==> src/rtl/mem_pkg.sv <==
// -----------------------------------------------------------------------------
// mem_pkg
// Shared definitions for the CPU memory responder.
//   - state_t     : responder FSM states (IDLE/WAIT/ACK/HOLD, 2-bit encoding)
//   - CPU_ADDR_W  : width of the CPU address bus
//   - BYTE_W      : width of one memory byte
//   - parity()    : even-parity bit of a byte (XOR of all data bits)
// -----------------------------------------------------------------------------
package mem_pkg;

   localparam int CPU_ADDR_W = 16;
   localparam int BYTE_W     = 8;

   typedef enum logic [1:0] {
      IDLE = 2'd0,
      WAIT = 2'd1,
      ACK  = 2'd2,
      HOLD = 2'd3
   } state_t;

   // Stored alongside the byte so the 9-bit word always has an even number of ones.
   function automatic logic parity(input logic [BYTE_W-1:0] d);
      return ^d;
   endfunction

endpackage

==> src/rtl/mem_array.sv <==
// -----------------------------------------------------------------------------
// mem_array
// Single-port synchronous RAM, 2**ADDR_W words of DATA_W bits.
// Ports:
//   clk    in   1       rising-edge clock
//   we     in   1       write enable: mem[addr] <= wdata
//   re     in   1       read enable:  rdata <= mem[addr]
//   addr   in   ADDR_W  word address
//   wdata  in   DATA_W  write data
//   rdata  out  DATA_W  registered read data, held until the next read
// Contents are never cleared; the array has no reset.
// -----------------------------------------------------------------------------
module mem_array #(
   parameter int ADDR_W = 8,
   parameter int DATA_W = 8
) (
   input  logic              clk,
   input  logic              we,
   input  logic              re,
   input  logic [ADDR_W-1:0] addr,
   input  logic [DATA_W-1:0] wdata,
   output logic [DATA_W-1:0] rdata
);

   logic [DATA_W-1:0] mem [2**ADDR_W];

   always_ff @(posedge clk) begin
      if (we) begin
         mem[addr] <= wdata;
      end
      if (re) begin
         rdata <= mem[addr];
      end
   end

endmodule

==> src/rtl/cpu_mem_responder.sv <==
// -----------------------------------------------------------------------------
// cpu_mem_responder
// Memory-side responder for the CPU memory port, with programmable wait
// states and a front-panel loader that writes the program image while the
// CPU is halted.
//
// Ports:
//   clk        in   1       system clock, rising edge
//   rst        in   1       synchronous active-high reset
//   memaddr    in   16      CPU address
//   data_out   in   8       CPU write data
//   read       in   1       CPU read request, held until mem_ready
//   write      in   1       CPU write request, held until mem_ready
//   data_in    out  8       read data to the CPU, holds the last read byte
//   mem_ready  out  1       one-cycle completion pulse
//   mem_err    out  1       one-cycle error pulse, coincident with mem_ready
//   cpu_run    in   1       1: CPU owns memory, 0: loader owns memory
//   ld_en      in   1       loader write strobe
//   ld_addr    in   ADDR_W  loader address
//   ld_data    in   8       loader data
//
// Handshake: a request (read or write high) is sampled in IDLE while
// cpu_run=1. After WAIT_CYC wait states the operation executes on the edge
// that enters ACK, and mem_ready is high for the ACK cycle only. The FSM then
// sits in HOLD until the CPU drops both read and write, so a request that is
// held high is served exactly once.
//
// Build option: define MEM_PARITY_EN to store an even-parity bit per byte
// (written on CPU writes and loader writes) and flag a parity mismatch on
// read through mem_err.
// -----------------------------------------------------------------------------
module cpu_mem_responder
   import mem_pkg::*;
#(
   parameter int ADDR_W   = 8,
   parameter int WAIT_CYC = 1
) (
   input  logic                  clk,
   input  logic                  rst,
   input  logic [CPU_ADDR_W-1:0] memaddr,
   input  logic [BYTE_W-1:0]     data_out,
   input  logic                  read,
   input  logic                  write,
   output logic [BYTE_W-1:0]     data_in,
   output logic                  mem_ready,
   output logic                  mem_err,
   input  logic                  cpu_run,
   input  logic                  ld_en,
   input  logic [ADDR_W-1:0]     ld_addr,
   input  logic [BYTE_W-1:0]     ld_data
);

`ifdef MEM_PARITY_EN
   localparam int MEM_W = BYTE_W + 1;
`else
   localparam int MEM_W = BYTE_W;
`endif

   // FSM and wait counter
   state_t      state;
   state_t      nxt;
   logic [3:0]  cnt;
   logic [3:0]  cnt_nxt;

   // Request latches (valid outside IDLE)
   logic [CPU_ADDR_W-1:0] addr_q;
   logic [BYTE_W-1:0]     wdata_q;
   logic                  rd_q;
   logic                  wr_q;

   // Request currently being handled: live bus in IDLE, latched copy afterwards
   logic [CPU_ADDR_W-1:0] cur_addr;
   logic [BYTE_W-1:0]     cur_wdata;
   logic                  cur_rd;
   logic                  cur_wr;

   logic take;
   logic exec;
   logic oor;
   logic conflict;
   logic cpu_we;
   logic cpu_re;
   logic ld_we;

   // RAM port
   logic              ram_we;
   logic              ram_re;
   logic [ADDR_W-1:0] ram_addr;
   logic [BYTE_W-1:0] ram_byte;
   logic [MEM_W-1:0]  ram_wdata;
   logic [MEM_W-1:0]  ram_rdata;

   // Read-data path: data_in comes from the RAM output register after an
   // in-range read, otherwise from hold_q (reset value or zero from an
   // out-of-range read).
   logic              src_ram_q;
   logic [BYTE_W-1:0] hold_q;
   logic              err_q;

`ifdef MEM_PARITY_EN
   logic chk_q;
`endif

   // ---------------------------------------------------------------------------
   // Next-state logic and access decode
   // ---------------------------------------------------------------------------
   always_comb begin
      nxt       = state;
      cnt_nxt   = cnt;
      cur_addr  = addr_q;
      cur_wdata = wdata_q;
      cur_rd    = rd_q;
      cur_wr    = wr_q;

      if (state == IDLE) begin
         cur_addr  = memaddr;
         cur_wdata = data_out;
         cur_rd    = read;
         cur_wr    = write;
      end

      take = (state == IDLE) && cpu_run && (read || write);

      case (state)
         IDLE: begin
            if (take) begin
               if (WAIT_CYC == 0) begin
                  nxt = ACK;
               end else begin
                  nxt     = WAIT;
                  cnt_nxt = 4'(WAIT_CYC - 1);
               end
            end
         end
         WAIT: begin
            if (cnt == 4'd0) begin
               nxt = ACK;
            end else begin
               cnt_nxt = cnt - 4'd1;
            end
         end
         ACK: begin
            nxt = HOLD;
         end
         HOLD: begin
            if (!read && !write) begin
               nxt = IDLE;
            end
         end
         default: begin
            nxt = IDLE;
         end
      endcase

      // The access happens on the edge that enters ACK; reset on that same
      // edge aborts it.
      exec     = (nxt == ACK) && !rst;
      oor      = (cur_addr >> ADDR_W) != '0;
      conflict = cur_rd && cur_wr;
      cpu_we   = exec && cur_wr && !cur_rd && !oor;
      cpu_re   = exec && cur_rd && !cur_wr && !oor;
      ld_we    = ld_en && !cpu_run && (state == IDLE) && !rst;

      // Loader and CPU never compete: the loader is live only with cpu_run=0,
      // when no CPU request can be accepted.
      ram_we   = ld_we || cpu_we;
      ram_re   = cpu_re;
      ram_addr = ld_we ? ld_addr : cur_addr[ADDR_W-1:0];
      ram_byte = ld_we ? ld_data : cur_wdata;
`ifdef MEM_PARITY_EN
      ram_wdata = {parity(ram_byte), ram_byte};
`else
      ram_wdata = ram_byte;
`endif
   end

   // ---------------------------------------------------------------------------
   // State, latches and response registers
   // ---------------------------------------------------------------------------
   always_ff @(posedge clk) begin
      if (rst) begin
         state     <= IDLE;
         cnt       <= 4'd0;
         addr_q    <= '0;
         wdata_q   <= '0;
         rd_q      <= 1'b0;
         wr_q      <= 1'b0;
         err_q     <= 1'b0;
         src_ram_q <= 1'b0;
         hold_q    <= '0;
      end else begin
         state <= nxt;
         cnt   <= cnt_nxt;
         if (take) begin
            addr_q  <= memaddr;
            wdata_q <= data_out;
            rd_q    <= read;
            wr_q    <= write;
         end
         err_q <= exec && (oor || conflict);
         if (exec && cur_rd && !cur_wr) begin
            if (oor) begin
               hold_q    <= '0;
               src_ram_q <= 1'b0;
            end else begin
               src_ram_q <= 1'b1;
            end
         end
      end
   end

`ifdef MEM_PARITY_EN
   always_ff @(posedge clk) begin
      if (rst) begin
         chk_q <= 1'b0;
      end else begin
         chk_q <= cpu_re;
      end
   end
`endif

   mem_array #(
      .ADDR_W (ADDR_W),
      .DATA_W (MEM_W)
   ) u_mem (
      .clk   (clk),
      .we    (ram_we),
      .re    (ram_re),
      .addr  (ram_addr),
      .wdata (ram_wdata),
      .rdata (ram_rdata)
   );

   assign mem_ready = (state == ACK);
   assign data_in   = src_ram_q ? ram_rdata[BYTE_W-1:0] : hold_q;

`ifdef MEM_PARITY_EN
   // A stored word with odd weight means the byte or its parity bit flipped.
   assign mem_err = err_q || (chk_q && (^ram_rdata));
`else
   assign mem_err = err_q;
`endif

endmodule
==> config.mk <==
export PLATFORM = sky130hd
export DESIGN_NAME = cpu_mem_responder
export DESIGN_NICKNAME = d
export VERILOG_FILES = /design/src/rtl/mem_pkg.sv /design/src/rtl/mem_array.sv /design/src/rtl/cpu_mem_responder.sv
export SDC_FILE = /design/constraint.sdc
export NUM_CORES = 2
export LEC_CHECK = 0
export CORE_AREA = 5 5 387 389
export CTS_CLUSTER_SIZE = 28
export DETAILED_ROUTE_END_ITERATION = 8
export DIE_AREA = 0 0 392 394
export DONT_BUFFER_PORTS = 1
export PLACE_DENSITY = 0.69
export SYNTH_ARGS = -nofsm -noshare
export SYNTH_HDL_FRONTEND = slang
export SYNTH_SLANG_ARGS = --single-unit
==> constraint.sdc <==
create_clock -name clk -period 22.8 [get_ports clk]
set_input_delay 1.14 -clock clk [delete_from_list [all_inputs] [get_ports clk]]
set_output_delay 1.14 -clock clk [all_outputs]
set_load 0.03 [all_outputs]
; Yosys cells after proc, flatten, opt, wreduce, memory -nomap -nowiden
; Memories as Yosys holds them, arrays and structs flattened. A register that Yosys moved wholly into a read port is not among the register bits.
; Index checks and enable logic that the tools add are counted.
[totals]
reg_bits = 34
mem_bits_rw = 2048
inputBits = 46
n_memories = 1
[mem_list]
columns = name, words, width, read_ports, rd_clocked_by_memory_dff, write_ports, line
row1 = u_mem.mem, 256, 8, 1, 1, 1, mem_array.sv:25  ; logic [DATA_W-1:0] mem [2**ADDR_W];
[op_classes]
addsub = 1
eq_ne = 6
mux = 17
reduce_logical = 30
[ops]
columns = operator, n
row1 = $mux W8, 4
row2 = $mux W16, 1
row3 = $reduce_bool A16 Y1, 1
row4 = $logic_and A1 B1 Y1, 15
row5 = $mux W4, 2
row6 = $pmux W2 S4, 1
row7 = $pmux W4 S2, 1
row8 = $logic_not A1 Y1, 7
row9 = $eq A2 B2 Y1 const B, 3
row10 = $mux W2, 3
row11 = $mux W1, 5
row12 = $logic_not A4 Y1, 1
row13 = $ne A2 B2 Y1 const B, 2
row14 = $sub A4 B1 Y4 const B, 1
row15 = $logic_or A1 B1 Y1, 3
row16 = $reduce_and A3 Y1, 1
row17 = $eq A2 B1 Y1 const B, 1
row18 = $logic_not A2 Y1, 1
row19 = $reduce_bool A2 Y1, 1

; Logic depth before layout (Yosys ltp)
[depth]
depth_word = 13
mapped_depth = 14

; By module
; A second synthesis with hierarchy kept.
[hier_totals]
cells_unflattened = 3807
area_unflattened_um2 = 80354.6
[by_module_without_submodules]
columns = module, instances, cells_each, area_each_um2, seq_area_each_um2
row1 = mem_array, 1, 3547, 78572.9, 61739.2
row2 = cpu_mem_responder, 1, 260, 1781.7, 680.7

; Worst setup path before layout
; OpenSTA, ideal clock, no wires.
[synth_path]
path_kind = input-to-reg
from = input port rst
to = memory u_mem.mem[0][5], data pin
t_arrival_ps = 11804
path_slack_ps = 8809
stages = 6
n_path_buf = 3
cell_sequence = clkbuf_2 > inv_1 > and2_4 > buf_4 > clkbuf_1 > o21ai_0
[synth_between]
elab_chain_cells = 3
[synth_rtl]
columns = element, line
row1 = start: declaration, cpu_mem_responder.sv:39  ; input logic rst,
row2 = $logic_not A1 Y1, cpu_mem_responder.sv:162  ; ld_we = ld_en && !cpu_run && (state == IDLE) && !rst;
row3 = $logic_and A1 B1 Y1, cpu_mem_responder.sv:162
row4 = $mux W8, cpu_mem_responder.sv:169  ; ram_byte = ld_we ? ld_data : cur_wdata;
row5 = via ram_byte[5], cpu_mem_responder.sv:89  ; logic [BYTE_W-1:0] ram_byte;
row6 = end: declaration, mem_array.sv:25
; The timed path passes the listed nets, and every way through them passes these cells.

; Worst setup path in the final report
[layout_path]
from = register state[1]
to = register u_mem.rdata[1], read port of u_mem.mem, data pin
[layout_between]
elab_chain_cells = 10
[layout_rtl]
columns = element, line
row1 = start: declaration, cpu_mem_responder.sv:60  ; state_t state;
row2 = start signal: assignment, cpu_mem_responder.sv:192  ; state <= nxt;
row3 = $logic_not A2 Y1, n/a
row4 = $logic_and A1 B1 Y1 (2 in a row), cpu_mem_responder.sv:122  ; take = (state == IDLE) && cpu_run && (read || write);
row5 = $mux W2, cpu_mem_responder.sv:126  ; if (take) begin
row6 = $pmux W2 S4, cpu_mem_responder.sv:124  ; case (state)
row7 = $eq A2 B2 Y1, cpu_mem_responder.sv:157  ; exec = (nxt == ACK) && !rst;
row8 = $logic_and A1 B1 Y1, cpu_mem_responder.sv:157
row9 = $logic_and A1 B1 Y1 (3 in a row), cpu_mem_responder.sv:161  ; cpu_re = exec && cur_rd && !cur_wr && !oor;
row10 = end: declaration, mem_array.sv:22  ; output logic [DATA_W-1:0] rdata
; Several ways; a longest one is shown, not always the timed one.
; A chain may end at the register's enable or synchronous reset.

==> impl_metrics.ini <==
[outcome]
status = complete, no violations

[floorplanning]
fp.dieW_um = 392
num_rows = 141
ios = 56
die_h_um = 394
initial_core_util_pct = 53.44
die-area_um2 = 154400
core_um2 = 146400

[cts]
cts_resized = 0
worstSkewPairLatency_ns = 0.83
ctsHoldBuffers = 0
cts-root-buf = clkbuf_16
cts_sinks = 2090
cts_setup_buffers = 0
clk_path_buf_depth = 3
cts-buffers-inserted = 199
cts_htree_levels = 4
cts_tree = built
path_clk_slew_ns = 0.06

[sta]
tns_ns = 0
finalCritPeriodShare_pct = 25.13
finalMaxSlewViolations = 0
fin_skew_ns = 0.04381
rsz0062_at_grt = false
relSlewSlack_pct = 11.91
holdWs_ns = 0.3993
finalSetupViolCount = 0
worst_slew_pin_slew_ns = 1.304
max_freq_ghz = 0.1745
min_period_ns = 5.730
finalHoldViolCount = 0

[routing]
wl_um = 202500
ant_nets = 0
routedWlPerCell_um = 30.52
drt_first_pass_iters = 9
drt_iter0_drc = 6492
route.detailed.drc = 0
routed_via_density = 6.795
num_vias = 45093

[final_layout]
fin_util_pct = 58.55
finalNonFillerCells = 6636
final_nets = 4603
layout-drive-gt1-share_pct = 7.704
syn_to_final_growth_pct = 9.566
final_area_um2 = 85740

[setup_path]
startpoint_type = register
end_kind = register
worstSetupPathType = reg -> reg
worstPathArrival_ns = 6.31
crit_required_ns = 23.38
reg2reg_depth = 11
cp_max_fo = 97

[synthesis]
synth_area_um2 = 78250
seq_area_frac_synth_pct = 79.77
synth_flop_cell = edfxtp_1
synth.area.top_cells = edfxtp_1, a22oi_1, a21oi_1
syn_inst = 4631
synth.avg_cell_area_um2 = 16.90
synth_edf_count = 2056
synth_largest_area_cell = edfxtp_1
synth_warnings = 0
ys_types = 48
synth_top_area_share_pct = 78.90
postSynth.asyncResetShare_pct = 0
ys_seq_elements = 2090
synth_nets = 4678

[global_routing]
grt_pass1_wl_um = 296300
grt_max_degree = 198
grt_pass1_vias = 43057
grt_usage_pct = 25.76
grt_overflow_total = 0
antenna_found_initial = 4

[flow_run]
drv_cap = 0

[placement]
place_congestion = 0.8278
dpl_cell_area_um2 = 79800
portBuffers = 0
place_inst = 6285
dp_hpwl_um = 110600

[min_path]
holdPathStages = 1
min_path_type = in -> reg

[pwr]
peakVddDrop_v = 0.00008423
p_per_area_nw_per_um2 = 97.99
p_leak_uw = 0.02554
area by class of cell:
type | instances | area [um^2]
sequential | 2090 | 62420
clock inverter | 90 | 659.4
fill | 10677 | 60690
multi-input combinational | 2185 | 14330
timing repair buffer | 74 | 618.1
antenna | 7 | 17.52
tap | 1930 | 2415
clock buffer | 254 | 5260
inverter | 6 | 22.52
cells in the final DEF, fill, tap and decap left out, types with 6 or more instances in the layout:
master / netlist / layout
edfxtp_1: 2056 / 2056
a22oi_1: 769 / 769
a21oi_1: 415 / 415
nor2_1: 277 / 271
clkbuf_16: 0 / 202
a22o_1: 128 / 128
a221oi_1: 128 / 128
o41ai_1: 96 / 96
nand2_1: 103 / 83
buf_4: 16 / 69
o22ai_1: 64 / 64
clkinv_1: 0 / 54
clkbuf_1: 85 / 51
o21ai_0: 51 / 43
nand3_1: 39 / 39
dfxtp_1: 34 / 34
and3_1: 32 / 32
clkinv_2: 0 / 21
nand2_2: 1 / 17
mux2i_1: 11 / 11
and2_1: 9 / 9
and4_1: 8 / 8
o21ai_4: 0 / 8
diode_2: 0 / 7
bufinv_16: 0 / 7
inv_1: 6 / 6
where the power goes:
| group | internal (uW) | switching (uW) | total, uW |
|---|---|---|---|
| Combinational | 231 | 734 | 965 |
| Sequential | 4370 | 4.88 | 4370 |
| Clock | 1700 | 1370 | 3060 |
per-layer routing:
layer  track usage [%]  up-vias  part of all wire, %  wire length, um
met5                 0        -               0.0064               13
met4             8.812        2                  3.2             6581
met3             5.551      383                   10            21080
met2             39.42     2832                   47            95390
met1             37.25    22923                   39            79480
li1                  -    18953                    -                -
Yosys cell counts (5+ instances only):
| library cell | n |
|---|---|
| buf_2 | 223 |
| mux2_2 | 6 |
| a21oi_1 | 415 |
| mux2i_1 | 11 |
| o22ai_1 | 64 |
| a221oi_1 | 128 |
| nor4_1 | 5 |
| o41ai_1 | 96 |
| inv_1 | 6 |
| nand2_1 | 103 |
| a22o_1 | 128 |
| a22oi_1 | 769 |
| and3_1 | 32 |
| o21ai_0 | 51 |
| dfxtp_1 | 34 |
| and4_1 | 8 |
| buf_1 | 15 |
| buf_4 | 16 |
| nor2_1 | 277 |
| buf_6 | 10 |
| o21a_1 | 5 |
| clkbuf_1 | 85 |
| nand3_1 | 39 |
| edfxtp_1 | 2056 |
| and2_1 | 9 |
critical path, stage by stage (launching register included):
cell	delay (ns)
dfxtp_1	0.51
nor4b_2	0.48
and2_4	0.49
mux2_8	0.60
buf_4	0.51
buf_4	0.48
a22oi_1	0.28
a21oi_1	0.12
o41ai_1	0.62
and3_1	0.55
nand3_1	0.31
and4_1	0.26
sequential cells by signal, indices dropped and copies added (netlist names):
| name | cells |
|---|---|
| state | 2 |
| src_ram_q | 1 |
| cnt | 4 |
| u_mem.mem | 2048 |
| u_mem.rdata | 8 |
| wdata_q | 8 |
| wr_q | 1 |
| addr_q | 16 |
| mem_err | 1 |
| rd_q | 1 |
logic make-up (layout without fill, tap and decap cells):
logic type | after synthesis | after routing | share of synthesized area, %
adders and majority gates | 1 | 1 | 0.01599
buffers and inverters | 356 | 424 | 2.238
muxes | 18 | 18 | 0.2462
DFF | 2090 | 2090 | 79.77
other | 0 | 7 | 0
xor gates and xnor gates | 2 | 2 | 0.02239
AOI/OAI and AO/OA | 1664 | 1664 | 14.93
and+or+nand+nor | 500 | 500 | 2.784
final timing paths:
path | startpoint | endpoint | slack (ns)
max | state[1] | u_mem.rdata[1] | 17.07
min | rst | src_ram_q | 0.40
max reg2reg | state[1] | u_mem.rdata[1] | 17.07
min reg2reg | wdata_q[4] | wdata_q[4] | 0.45
metrics by stage:
stage	setup slack (ns)	power [uW]
2_1_floorplan	8.809	5168
5_1_grt	16.84	8635
6_report	17.07	8401
3_5_place_dp	16.57	5401
3_3_place_gp	16.63	5386
4_1_cts	17.18	8405
Note: power is estimated with default switching activity, not from simulation.
